[src/rtl/disk_loader_pkg.sv]
// rtl/disk_loader_pkg.sv - shared types and LBA helper for the disk track loader
package disk_loader_pkg;

  typedef enum logic [2:0] {
    ST_DRAIN,
    ST_IDLE,
    ST_REQ,
    ST_ACK_HI,
    ST_ACK_LO
  } state_t;

  typedef enum logic {
    MODE_RD,
    MODE_WB
  } mode_t;

  // spt is always a constant at the call site, so the shift-add loop folds into a few adders.
  function automatic logic [63:0] lba_of(input logic [31:0] trk, input logic [31:0] sec,
                                         input int unsigned spt);
    logic [63:0] acc;
    logic [31:0] mul;
    mul = 32'(spt);
    acc = {32'd0, sec};
    for (int i = 0; i < 32; i++) begin
      if (mul[i]) acc = acc + ({32'd0, trk} << i);
    end
    return acc;
  endfunction

endpackage

[src/rtl/disk_track_loader_rr_arbiter.sv]
// rtl/disk_track_loader_rr_arbiter.sv - round-robin pick of the first requester at or after ptr
module rr_arbiter #(
  parameter int N  = 2,
  parameter int IW = (N > 1) ? $clog2(N) : 1
) (
  input  logic [N-1:0]  req,
  input  logic [IW-1:0] ptr,
  output logic [IW-1:0] grant,
  output logic          valid
);

  logic          lo_v, hi_v;
  logic [IW-1:0] lo_g, hi_g;

  // Descending scan: the last hit written is the lowest index in each half.
  always_comb begin
    lo_v = 1'b0;
    hi_v = 1'b0;
    lo_g = '0;
    hi_g = '0;
    for (int d = N - 1; d >= 0; d--) begin
      if (req[d]) begin
        lo_v = 1'b1;
        lo_g = IW'(d);
        if (IW'(d) >= ptr) begin
          hi_v = 1'b1;
          hi_g = IW'(d);
        end
      end
    end
    valid = lo_v;
    grant = hi_v ? hi_g : lo_g;
  end

endmodule

[src/rtl/disk_track_loader.sv]
// rtl/disk_track_loader.sv - multi-drive floppy track loader over the hps_io sd handshake
module disk_track_loader
  import disk_loader_pkg::*;
#(
  parameter int NDRIVES        = 2,
  parameter int SECS_PER_TRACK = 13,
  parameter int TRACK_W        = 6,
  parameter int LBA_W          = 32
) (
  input  logic                         clk_sys,
  input  logic                         reset_n,
  input  logic [NDRIVES*TRACK_W-1:0]   track,
  input  logic [NDRIVES-1:0]           dirty_set,
  input  logic [NDRIVES-1:0]           img_mounted,
  input  logic [NDRIVES-1:0]           img_present,
  input  logic [NDRIVES-1:0]           img_readonly,
  output logic [NDRIVES*LBA_W-1:0]     sd_lba,
  output logic [NDRIVES-1:0]           sd_rd,
  output logic [NDRIVES-1:0]           sd_wr,
  input  logic [NDRIVES-1:0]           sd_ack,
  output logic [$clog2(SECS_PER_TRACK)-1:0] buf_sec,
  output logic [NDRIVES-1:0]           cpu_wait,
  output logic                         busy
);

  localparam int IW = (NDRIVES > 1) ? $clog2(NDRIVES) : 1;
  localparam int SW = $clog2(SECS_PER_TRACK);
  localparam logic [SW-1:0] LAST_SEC = SW'(SECS_PER_TRACK - 1);
  localparam logic [IW-1:0] LAST_DRV = IW'(NDRIVES - 1);

  state_t              state;
  mode_t               mode;
  logic [IW-1:0]       act, rr_ptr, grant;
  logic                grant_valid;
  logic [TRACK_W-1:0]  cur_track [NDRIVES];
  logic [TRACK_W-1:0]  trk_in    [NDRIVES];
  logic [TRACK_W-1:0]  lat_track, lba_trk;
  logic [LBA_W-1:0]    lba_q     [NDRIVES];
  logic [LBA_W-1:0]    lba_next;
  logic [NDRIVES-1:0]  cur_valid, dirty, mount_pend, need, active;
  logic                op_busy;

  for (genvar g = 0; g < NDRIVES; g++) begin : g_flat
    assign trk_in[g]                  = track[g*TRACK_W +: TRACK_W];
    assign sd_lba[g*LBA_W +: LBA_W]   = lba_q[g];
  end

  assign op_busy = (state == ST_REQ) || (state == ST_ACK_HI) || (state == ST_ACK_LO);

  always_comb begin
    need   = '0;
    active = '0;
    for (int d = 0; d < NDRIVES; d++) begin
      need[d]   = img_present[d] & (~cur_valid[d] | (cur_track[d] != trk_in[d]));
      active[d] = op_busy && (act == IW'(d));
    end
  end

  // Write-back targets the track still held in the buffer; reads target the latched new track.
  assign lba_trk  = (mode == MODE_WB) ? cur_track[act] : lat_track;
  assign lba_next = LBA_W'(lba_of(32'(lba_trk), 32'(buf_sec), SECS_PER_TRACK));

  rr_arbiter #(.N(NDRIVES), .IW(IW)) u_arb (
    .req   (need),
    .ptr   (rr_ptr),
    .grant (grant),
    .valid (grant_valid)
  );

  always_ff @(posedge clk_sys or negedge reset_n) begin
    if (!reset_n) begin
      state      <= ST_DRAIN;
      mode       <= MODE_RD;
      act        <= '0;
      rr_ptr     <= '0;
      lat_track  <= '0;
      buf_sec    <= '0;
      cur_valid  <= '0;
      dirty      <= '0;
      mount_pend <= '0;
      sd_rd      <= '0;
      sd_wr      <= '0;
      cpu_wait   <= '0;
      busy       <= 1'b0;
      for (int d = 0; d < NDRIVES; d++) begin
        cur_track[d] <= '0;
        lba_q[d]     <= '0;
      end
    end else begin
      // A mount on the drive being serviced only takes effect once its op completes.
      for (int d = 0; d < NDRIVES; d++) begin
        if (img_mounted[d]) begin
          cur_valid[d] <= 1'b0;
          dirty[d]     <= 1'b0;
          if (active[d]) mount_pend[d] <= 1'b1;
        end else if (dirty_set[d] && !img_readonly[d] && !active[d]) begin
          dirty[d] <= 1'b1;
        end
      end

      case (state)
        ST_DRAIN: begin
          if (sd_ack == '0) state <= ST_IDLE;
        end
        ST_IDLE: begin
          if (grant_valid) begin
            act             <= grant;
            rr_ptr          <= (grant == LAST_DRV) ? '0 : grant + 1'b1;
            mode            <= (dirty[grant] && cur_valid[grant] && !img_mounted[grant])
                               ? MODE_WB : MODE_RD;
            lat_track       <= trk_in[grant];
            buf_sec         <= '0;
            cpu_wait[grant] <= 1'b1;
            busy            <= 1'b1;
            state           <= ST_REQ;
          end
        end
        ST_REQ: begin
          lba_q[act] <= lba_next;
          if (mode == MODE_WB) sd_wr[act] <= 1'b1;
          else                 sd_rd[act] <= 1'b1;
          state <= ST_ACK_HI;
        end
        ST_ACK_HI: begin
          if (sd_ack[act]) begin
            sd_rd <= '0;
            sd_wr <= '0;
            state <= ST_ACK_LO;
          end
        end
        ST_ACK_LO: begin
          if (!sd_ack[act]) begin
            if (buf_sec != LAST_SEC) begin
              buf_sec <= buf_sec + 1'b1;
              state   <= ST_REQ;
            end else if (mode == MODE_WB) begin
              dirty[act] <= 1'b0;
              mode       <= MODE_RD;
              buf_sec    <= '0;
              state      <= ST_REQ;
            end else begin
              cur_track[act]  <= lat_track;
              cur_valid[act]  <= ~(mount_pend[act] | img_mounted[act]);
              mount_pend[act] <= 1'b0;
              cpu_wait[act]   <= 1'b0;
              busy            <= 1'b0;
              state           <= ST_IDLE;
            end
          end
        end
        default: state <= ST_DRAIN;
      endcase
    end
  end

endmodule
[config.mk]
export PLATFORM = sky130hd
export DESIGN_NAME = disk_track_loader
export DESIGN_NICKNAME = d
export VERILOG_FILES = /design/src/rtl/disk_loader_pkg.sv /design/src/rtl/disk_track_loader_rr_arbiter.sv /design/src/rtl/disk_track_loader.sv
export SDC_FILE = /design/constraint.sdc
export NUM_CORES = 1
export LEC_CHECK = 0
export ABC_AREA = 1
export BUFFER_PORTS_ARGS = -buffer_cell sky130_fd_sc_hd__buf_2
export CAP_MARGIN = 20
export CORE_ASPECT_RATIO = 1.5
export CORE_MARGIN = 10
export CORE_UTILIZATION = 45
export CTS_BUF_LIST = sky130_fd_sc_hd__clkbuf_2
export DETAILED_ROUTE_END_ITERATION = 6
export HOLD_SLACK_MARGIN = 0.03
export PLACE_DENSITY = 0.7
export SYNTH_ARGS = -nofsm -noshare
export SYNTH_HDL_FRONTEND = slang
export SYNTH_SLANG_ARGS = --single-unit
[constraint.sdc]
create_clock -name clk_sys -period 8.8 [get_ports clk_sys]
set_input_delay 1.76 -clock clk_sys [delete_from_list [all_inputs] [get_ports clk_sys]]
set_output_delay 1.76 -clock clk_sys [all_outputs]
set_load 0.1 [all_outputs]
==> flow_summary.toml, run 1 <==
[run_status]
status = "complete, no violations"

[finish]
final_cell_mix = "nand2_1 (139), inv_1 (83), dfrtp_1 (61)"
regArea_um2 = 1526
final_common_cell = "nand2_1"
postLayoutCoreUtil_pct = 48.80
drive_gt1_share_pct = 15.13
nets = 640
fin_cells = 706
nFillCells = 928
syn_to_final_growth_pct = 6.265
multiInputGateArea_um2 = 1944

[synthesis]
ys_seq_area_share_pct = 37.65
ys_async_sr_fraction_pct = 100.0
synth_cells = 534
ys.flop_type = "dfrtp_1"
synth_warnings = 0
syn_avg_cell_area_um2 = 7.592
synth_edf_count = 0
synth_area_um2 = 4054
ys_types = 36
ys_seq_elements = 61

[grt]
overflow = 0
grt_use_met3_pct = 4.573
grt_util_met1_pct = 14.73
grtUsageMet2_pct = 26.68
grt_util_all_layers_pct = 14.61
antenna_found_initial = 1
grt_pass1_vias = 3438
grt_pass1_wl_mm = 15.90
grt_max_degree = 62
busiest_layer = "met2"

[timing]
worst_pin_slew_ns = 0.7668
slew_headroom_pct = 48.88
max_freq_mhz = 247.8
finalClockSkew_ns = 0.02826
rsz0062_at_grt = "no"
hold_viol = 0
final.min_clock_period_ns = 4.035
finalMaxSlewViolations = 0
fin_tns_setup_ns = 0
setup_ws_ns = 4.765
setup_violations = 0
timing.final.crit_share_pct = 45.86

[floorplanning]
io_pins = 99
die_h_um = 136.2
core_um2 = 8828
die_area_um2 = 13280
start_util_pct = 45.92
die_w_um = 97.50
core.rowCount = 42

[routing]
vias = 3389
wirelength_mm = 9.806
initialDrtViolationCount = 156
detail_route.wl_per_cell_um = 13.89
ant_nets = 0
first_pass_iters = 5
viasPerCell = 4.800
remaining_drc_errors = 0

[clock_network]
numCtsBuffers = 9
cts-resized-gates = 0
clock-sinks = 61
clock_latency_ns = 0.52
cts_tree = "done"
cts_hold_buf = 0
clockBufferDepth = 2
cts_setup_buffers = 0
h-tree-depth = 3
clk_pin_slew_ns = 0.18
root_buffer = "clkbuf_2"

[worst_hold_path]
worstHoldPathCells = 2
hp-class = "reg -> reg"

[setup_path]
crit_fanout = 18
timing.rr.end = "sd_lba[40]"
cp-start-kind = "flip-flop"
rr_startpoint = "act"
end_kind = "flip-flop"
path_class = "reg -> reg"
r2r.worst_path.cells = 14
worstSetupStartpoint = "act"
r2r_setup_slack_ns = 4.76
crit_arrival_ns = 4.49
endpoint = "sd_lba[40]"
crit_required_ns = 9.26

[job]
maxCapViolations = 0

[placement]
port_buffers = 54
place_inst = 689
pre_cts_ws_ns = 4.817
dp_hpwl_mm = 7.910
globalplace.congestion = 0.8433
[critical path, cell delays in order, from the launching register on]
cell and delay (ns):
dfrtp_1 0.68, inv_2 0.27, a21oi_1 0.20, o21ai_0 0.09, o21ai_0 0.20, fa_1 0.52
fa_1 0.58, inv_1 0.07, fa_1 0.45, o21ai_0 0.32, a21oi_1 0.11, o21bai_1 0.17
xor2_1 0.19, nand2_1 0.07, nand2_1 0.06
[worst min-delay path by stage]
stage,startpoint,end,slack (ns)
after floorplan,lat_track[0],lat_track[0],0.45
after CTS,sd_lba[36],sd_lba[36],0.49
after global placement,sd_lba[36],sd_lba[36],0.45
after global routing,sd_lba[9],sd_lba[9],0.52
after detailed placement,sd_lba[36],sd_lba[36],0.46
final,sd_lba[36],sd_lba[36],0.49
[final cells by class]
type                       instances  share of cell area (%)
antenna                            1                 0.05809
clock buffer                       9                   1.046
clock inverter                     7                  0.7552
sequential                        61                   35.43
multi-input combinational        372                   45.13
timing repair buffer              55                   6.448
tap                              110                   3.195
inverter                          91                   7.929
[synth_stat cells, types with 2 or more instances]
master,number,share of area (%)
nor3_2,2,0.49
nand2_1,139,13
buf_4,44,8.1
inv_2,8,0.74
ha_1,20,6.2
clkbuf_1,3,0.28
nor3b_1,2,0.37
nand4_1,2,0.31
inv_1,83,7.7
a21oi_1,19,2.3
o21ai_0,32,4.0
fa_1,6,3.0
nor2_2,2,0.31
nor3_1,2,0.25
buf_6,5,1.4
nor2_4,3,0.83
dfrtp_1,61,38
xnor2_1,3,0.65
nor4_1,2,0.31
nand3_1,19,2.3
o211ai_1,3,0.56
nand2_2,4,0.62
o21ai_1,19,2.3
a31oi_1,2,0.31
nor2_1,36,3.3
xor2_1,3,0.65
[cells by family after synthesis]
family / count (synthesis) / synth area share, %
and+or+nand+nor: 216 / 22.72
buffers and inverters: 144 / 18.36
AOI/OAI and AO/OA: 80 / 10.74
DFF: 61 / 37.65
adders and majority gates: 26 / 9.136
xor gates and xnor gates: 6 / 1.297
other: 1 / 0.09250
[per-stage QoR]
step	hold slack (ns)	instance area, µm²
final	0.4944	4308
after global routing	0.5242	4308
after CTS	0.4941	4305
after detailed placement	0.4550	4228
after global placement	0.4503	4228
after floorplan	0.4488	4215
[per-layer routing]
layer / wire (µm) / vias to the layer above
met3: 666 / 15
li1: - / 1681
met5: 0 / -
met1: 3800 / 1591
met4: 191 / 0
met2: 5148 / 102
[state kept, by name, summed over array words and instances, names as in the netlist]
name	cells
buf_sec	4
cur_track	12
cpu_wait	2
mount_pend	2
sd_rd	2
sd_wr	2
act	1
lat_track	6
sd_lba	20
mode	1
busy	1
rr_ptr	1
cur_valid	2
dirty	2
state	3
Power of run 1 is not shown: default switching activity piles up to over one toggle a cycle in this logic, so the estimate is an artifact.
==> run 2, diff against run 1 <==
==> constraint.sdc (replaced) <==
create_clock -name clk_sys -period 4.1 [get_ports clk_sys]
set_input_delay 0.82 -clock clk_sys [delete_from_list [all_inputs] [get_ports clk_sys]]
set_output_delay 0.82 -clock clk_sys [all_outputs]
set_load 0.1 [all_outputs]
==> flow_summary.toml, run 2 (synthesized netlist as in run 1, its figures left out) <==
[grt]
antenna_found_initial = 0
grt_max_degree = 37
overflow = 0
grt_pass1_vias = 3425
grt_pass1_wl_mm = 15.68
grt_util_all_layers_pct = 14.20

[floorplanning]
core.rowCount = 42
core_um2 = 8828
die_area_um2 = 13280
die_w_um = 97.50
die_h_um = 136.2
start_util_pct = 45.92
io_pins = 99

[routing]
remaining_drc_errors = 0
viasPerCell = 4.754
first_pass_iters = 4
wirelength_mm = 9.580
initialDrtViolationCount = 126
ant_nets = 0
vias = 3342
detail_route.wl_per_cell_um = 13.63

[placement]
port_buffers = 54
globalplace.congestion = 0.8484
dp_hpwl_mm = 7.784

[timing]
max_freq_mhz = 270.0
slew_headroom_pct = 44.65
final.min_clock_period_ns = 3.704
fin_tns_setup_ns = 0
setup_violations = 0
finalMaxSlewViolations = 0
hold_viol = 0
timing.final.crit_share_pct = 90.33
finalClockSkew_ns = 0.01766
rsz0062_at_grt = "no"
worst_pin_slew_ns = 0.8303

[setup_path]
crit_arrival_ns = 4.14
r2r_setup_slack_ns = 0.40
crit_fanout = 18
crit_required_ns = 4.54
end_kind = "flip-flop"
path_class = "reg -> reg"
cp-start-kind = "flip-flop"
r2r.worst_path.cells = 14
timing.rr.end = "sd_lba[40]"
rr_startpoint = "act"

[finish]
final_cell_mix = "nand2_1 (139), inv_1 (83), dfrtp_1 (60)"
final_common_cell = "nand2_1"
largest_reg_flops = 20
regArea_um2 = 1528
multiInputGateArea_um2 = 1944
nFillCells = 910
nets = 641
drive_gt1_share_pct = 15.51
syn_to_final_growth_pct = 6.080
n_antenna_cell = 0

[clock_network]
cts-resized-gates = 0
clk_pin_slew_ns = 0.17
clockBufferDepth = 2
clock_latency_ns = 0.50
root_buffer = "clkbuf_2"
h-tree-depth = 3
clock-sinks = 61
numCtsBuffers = 9
cts_hold_buf = 0
cts_tree = "done"
cts_setup_buffers = 0

[job]
maxCapViolations = 0

[worst_hold_path]
hp-class = "in -> async"

[run_status]
status = "complete, no violations"
==> run 2: changes by cell type in the layout (fill, tap and decap cells not counted) <==
cell and delta:
clkinv_2 +1, dfrtp_1 -1, dfrtp_2 +1, buf_4 +1, clkinv_1 -3, clkinvlp_4 -1
diode_2 -1
==> run 2: critical path, stage by stage (launching register included) <==
cell,delay (ns)
dfrtp_1,0.42
inv_2,0.26
a21oi_1,0.12
o21ai_0,0.07
o21ai_0,0.20
fa_1,0.54
fa_1,0.58
inv_1,0.07
fa_1,0.46
o21ai_0,0.31
a21oi_1,0.11
o21bai_1,0.16
xor2_1,0.20
nand2_1,0.08
nand2_1,0.06
==> run 2: cell type report <==
cell class,count,area share (%)
clock inverters,4,0.4364
repair buffers,56,6.634
multi-input cells,372,45.21
flip-flops and latches,61,35.53
inverters,91,7.943
clock buffers,9,1.047
well taps,110,3.200
==> run 2: worst max-delay path by stage <==
| stage | to | from | slack [ns] |
|---|---|---|---|
| after floorplan | sd_lba[40] | act | 0.60 |
| after global placement | sd_lba[8] | mode | 0.53 |
| after detailed placement | sd_lba[8] | mode | 0.34 |
| after CTS | sd_lba[40] | mode | 0.29 |
| after global routing | sd_lba[40] | mode | 0.12 |
| final | sd_lba[40] | act | 0.40 |
==> run 2: per-stage QoR <==
stage / hold slack [ns] / area (µm²) / utilization (%) / std cells / worst slack (ns)
global route: 0.4327 / 4300 / 48.71 / 703 / 0.1187
global placement: 0.4500 / 4235 / 47.97 / 690 / 0.5284
detailed placement: 0.4594 / 4235 / 47.97 / 690 / 0.3437
finish: 0.3960 / 4300 / 48.71 / 703 / 0.3964
CTS: 0.4066 / 4299 / 48.70 / 703 / 0.2879
floorplan: 0.4488 / 4215 / - / 577 / 0.6045
==> run 2: metal layers <==
layer / track usage [%] / wire, µm / vias to the layer above
met4: 7.699 / 247 / 0
li1: - / - / 1683
met3: 4.217 / 588 / 16
met1: 14.31 / 3793 / 1539
met2: 25.68 / 4950 / 104
met5: 0 / 0 / -
Power of run 2 is left out for the same reason.
==> run 3, diff against run 2 <==
--- a/config.mk
+++ b/config.mk
@@ -14,7 +14,7 @@
 export CTS_BUF_LIST = sky130_fd_sc_hd__clkbuf_2
 export DETAILED_ROUTE_END_ITERATION = 6
 export HOLD_SLACK_MARGIN = 0.03
-export PLACE_DENSITY = 0.7
+export PLACE_DENSITY = 0.73
 export SYNTH_ARGS = -nofsm -noshare
 export SYNTH_HDL_FRONTEND = slang
 export SYNTH_SLANG_ARGS = --single-unit
==> constraint.sdc (replaced) <==
create_clock -name clk_sys -period 3.1 [get_ports clk_sys]
set_input_delay 0.62 -clock clk_sys [delete_from_list [all_inputs] [get_ports clk_sys]]
set_output_delay 0.62 -clock clk_sys [all_outputs]
set_load 0.1 [all_outputs]
==> flow_summary.toml, run 3 (synthesized netlist as in run 1, its figures left out) <==
[floorplanning]
die_w_um = 97.50
die_area_um2 = 13280
core.rowCount = 42
start_util_pct = 45.92
io_pins = 99
die_h_um = 136.2
core_um2 = 8828

[finish]
syn_to_final_growth_pct = 15.15
final_cell_mix = "nand2_1 (138), inv_1 (81), dfrtp_1 (58)"
multiInputGateArea_um2 = 2031
nFillCells = 899
final_common_cell = "nand2_1"
largest_reg_flops = 20
drive_gt1_share_pct = 22.38
nets = 666
fin_cells = 731
regArea_um2 = 1530
n_antenna_cell = 0

[clock_network]
clock_latency_ns = 0.54
cts_tree = "done"
h-tree-depth = 3
clock-sinks = 61
cts_hold_buf = 0
numCtsBuffers = 9
clk_pin_slew_ns = 0.18
root_buffer = "clkbuf_2"
clockBufferDepth = 2

[grt]
overflow = 0
grt_util_all_layers_pct = 14.84
grt_pass1_wl_mm = 16.39
grt_max_degree = 26
grt_pass1_vias = 3624
antenna_found_initial = 0

[routing]
ant_nets = 0
viasPerCell = 4.777
vias = 3492
detail_route.wl_per_cell_um = 13.54
first_pass_iters = 4
remaining_drc_errors = 0
initialDrtViolationCount = 182
wirelength_mm = 9.899

[run_status]
violations = "setup timing"
status = "complete, but fails checks"

[setup_path]
path_class = "reg -> reg"
r2r_setup_slack_ns = -0.03
end_kind = "flip-flop"
crit_fanout = 6
cp-start-kind = "flip-flop"
r2r.worst_path.cells = 15
rr_startpoint = "act"
crit_chain = "clkinv_4, a21oi_2, o21ai_1, o21ai_2, buf_4, fa_1, fa_1, inv_1, fa_2, o21ai_2, a21oi_1, o21bai_1, xor2_1, nand2_1, nand2_1"
crit_required_ns = 3.56
crit_arrival_ns = 3.60
cp_slowest_stage_delay_ns = 0.53
worstSetupStartpoint = "act"
worst_path_max_delay_cell = "fa_1"
timing.rr.end = "sd_lba[40]"

[timing]
setup_ws_ns = -0.03372
hold_viol = 0
rsz0062_at_grt = "yes"
finalMaxSlewViolations = 0
worst_pin_slew_ns = 0.5957
slew_headroom_pct = 60.29
final.min_clock_period_ns = 3.134
max_freq_mhz = 319.1
fin_tns_setup_ns = -0.04257
finalClockSkew_ns = 0.02926
timing.final.crit_share_pct = 101.1
setup_violations = 2

[worst_hold_path]
hp-class = "in -> async"

[placement]
dp_hpwl_mm = 7.888
port_buffers = 54
place_inst = 703
globalplace.congestion = 0.8842

[job]
maxCapViolations = 0
-- run 3: worst max-delay path by stage --
stage / end / depth (start not counted)
final: sd_lba[40] / 15
after floorplan: sd_lba[40] / 14
after CTS: sd_lba[40] / 15
after detailed placement: sd_lba[40] / 14
after global placement: sd_lba[8] / 14
after global routing: sd_lba[40] / 17
-- run 3: timing repair --
action	CTS	global route
cloned	1	0
pin swaps	10	3
setup endpoints to repair	7	10
buffers inserted	6	5
resized for setup	10	12
-- run 3: final cells by class --
type / count / share of cell area [%]
sequential: 61 / 32.78
timing repair buffer: 80 / 9.971
multi-input combinational: 372 / 43.50
clock inverter: 5 / 2.117
tap: 110 / 2.948
clock buffer: 11 / 1.179
inverter: 91 / 7.424
timing repair inverter: 1 / 0.08041
-- run 3: worst max-delay path, delay by kind of cell, from the launching register on --
family                   cells  cell delay (ns)
AO/OA/AOI/OAI                6             0.63
buffers and inverters        3             0.29
flip-flops                   1             0.48
AND/OR/NAND/NOR              2             0.14
adder cells (fa/ha/maj)      3             1.33
XOR/XNOR                     1             0.20
-- run 3: stage by stage --
step	hold WS (ns)	cell area [µm²]	setup slack [ns]	utilization (%)
2_1_floorplan	0.3244	4250	-0.006205	-
3_3_place_gp	0.4589	4358	0.02533	49.36
3_5_place_dp	0.4645	4358	-0.08355	49.36
4_1_cts	0.05788	4593	-0.04586	52.03
5_1_grt	0.08464	4668	-0.1830	52.88
6_report	0.05113	4668	-0.03372	52.88
-- run 3: routing by layer --
| metal | vias to the layer above | GRT usage (%) | part of all wire [%] |
|---|---|---|---|
| li1 | 1739 | - | - |
| met1 | 1619 | 14.84 | 38 |
| met2 | 110 | 26.83 | 52 |
| met3 | 24 | 4.522 | 7.2 |
| met4 | 0 | 8.185 | 2.6 |
| met5 | - | 0 | 0 |
Power of run 3 is left out for the same reason.
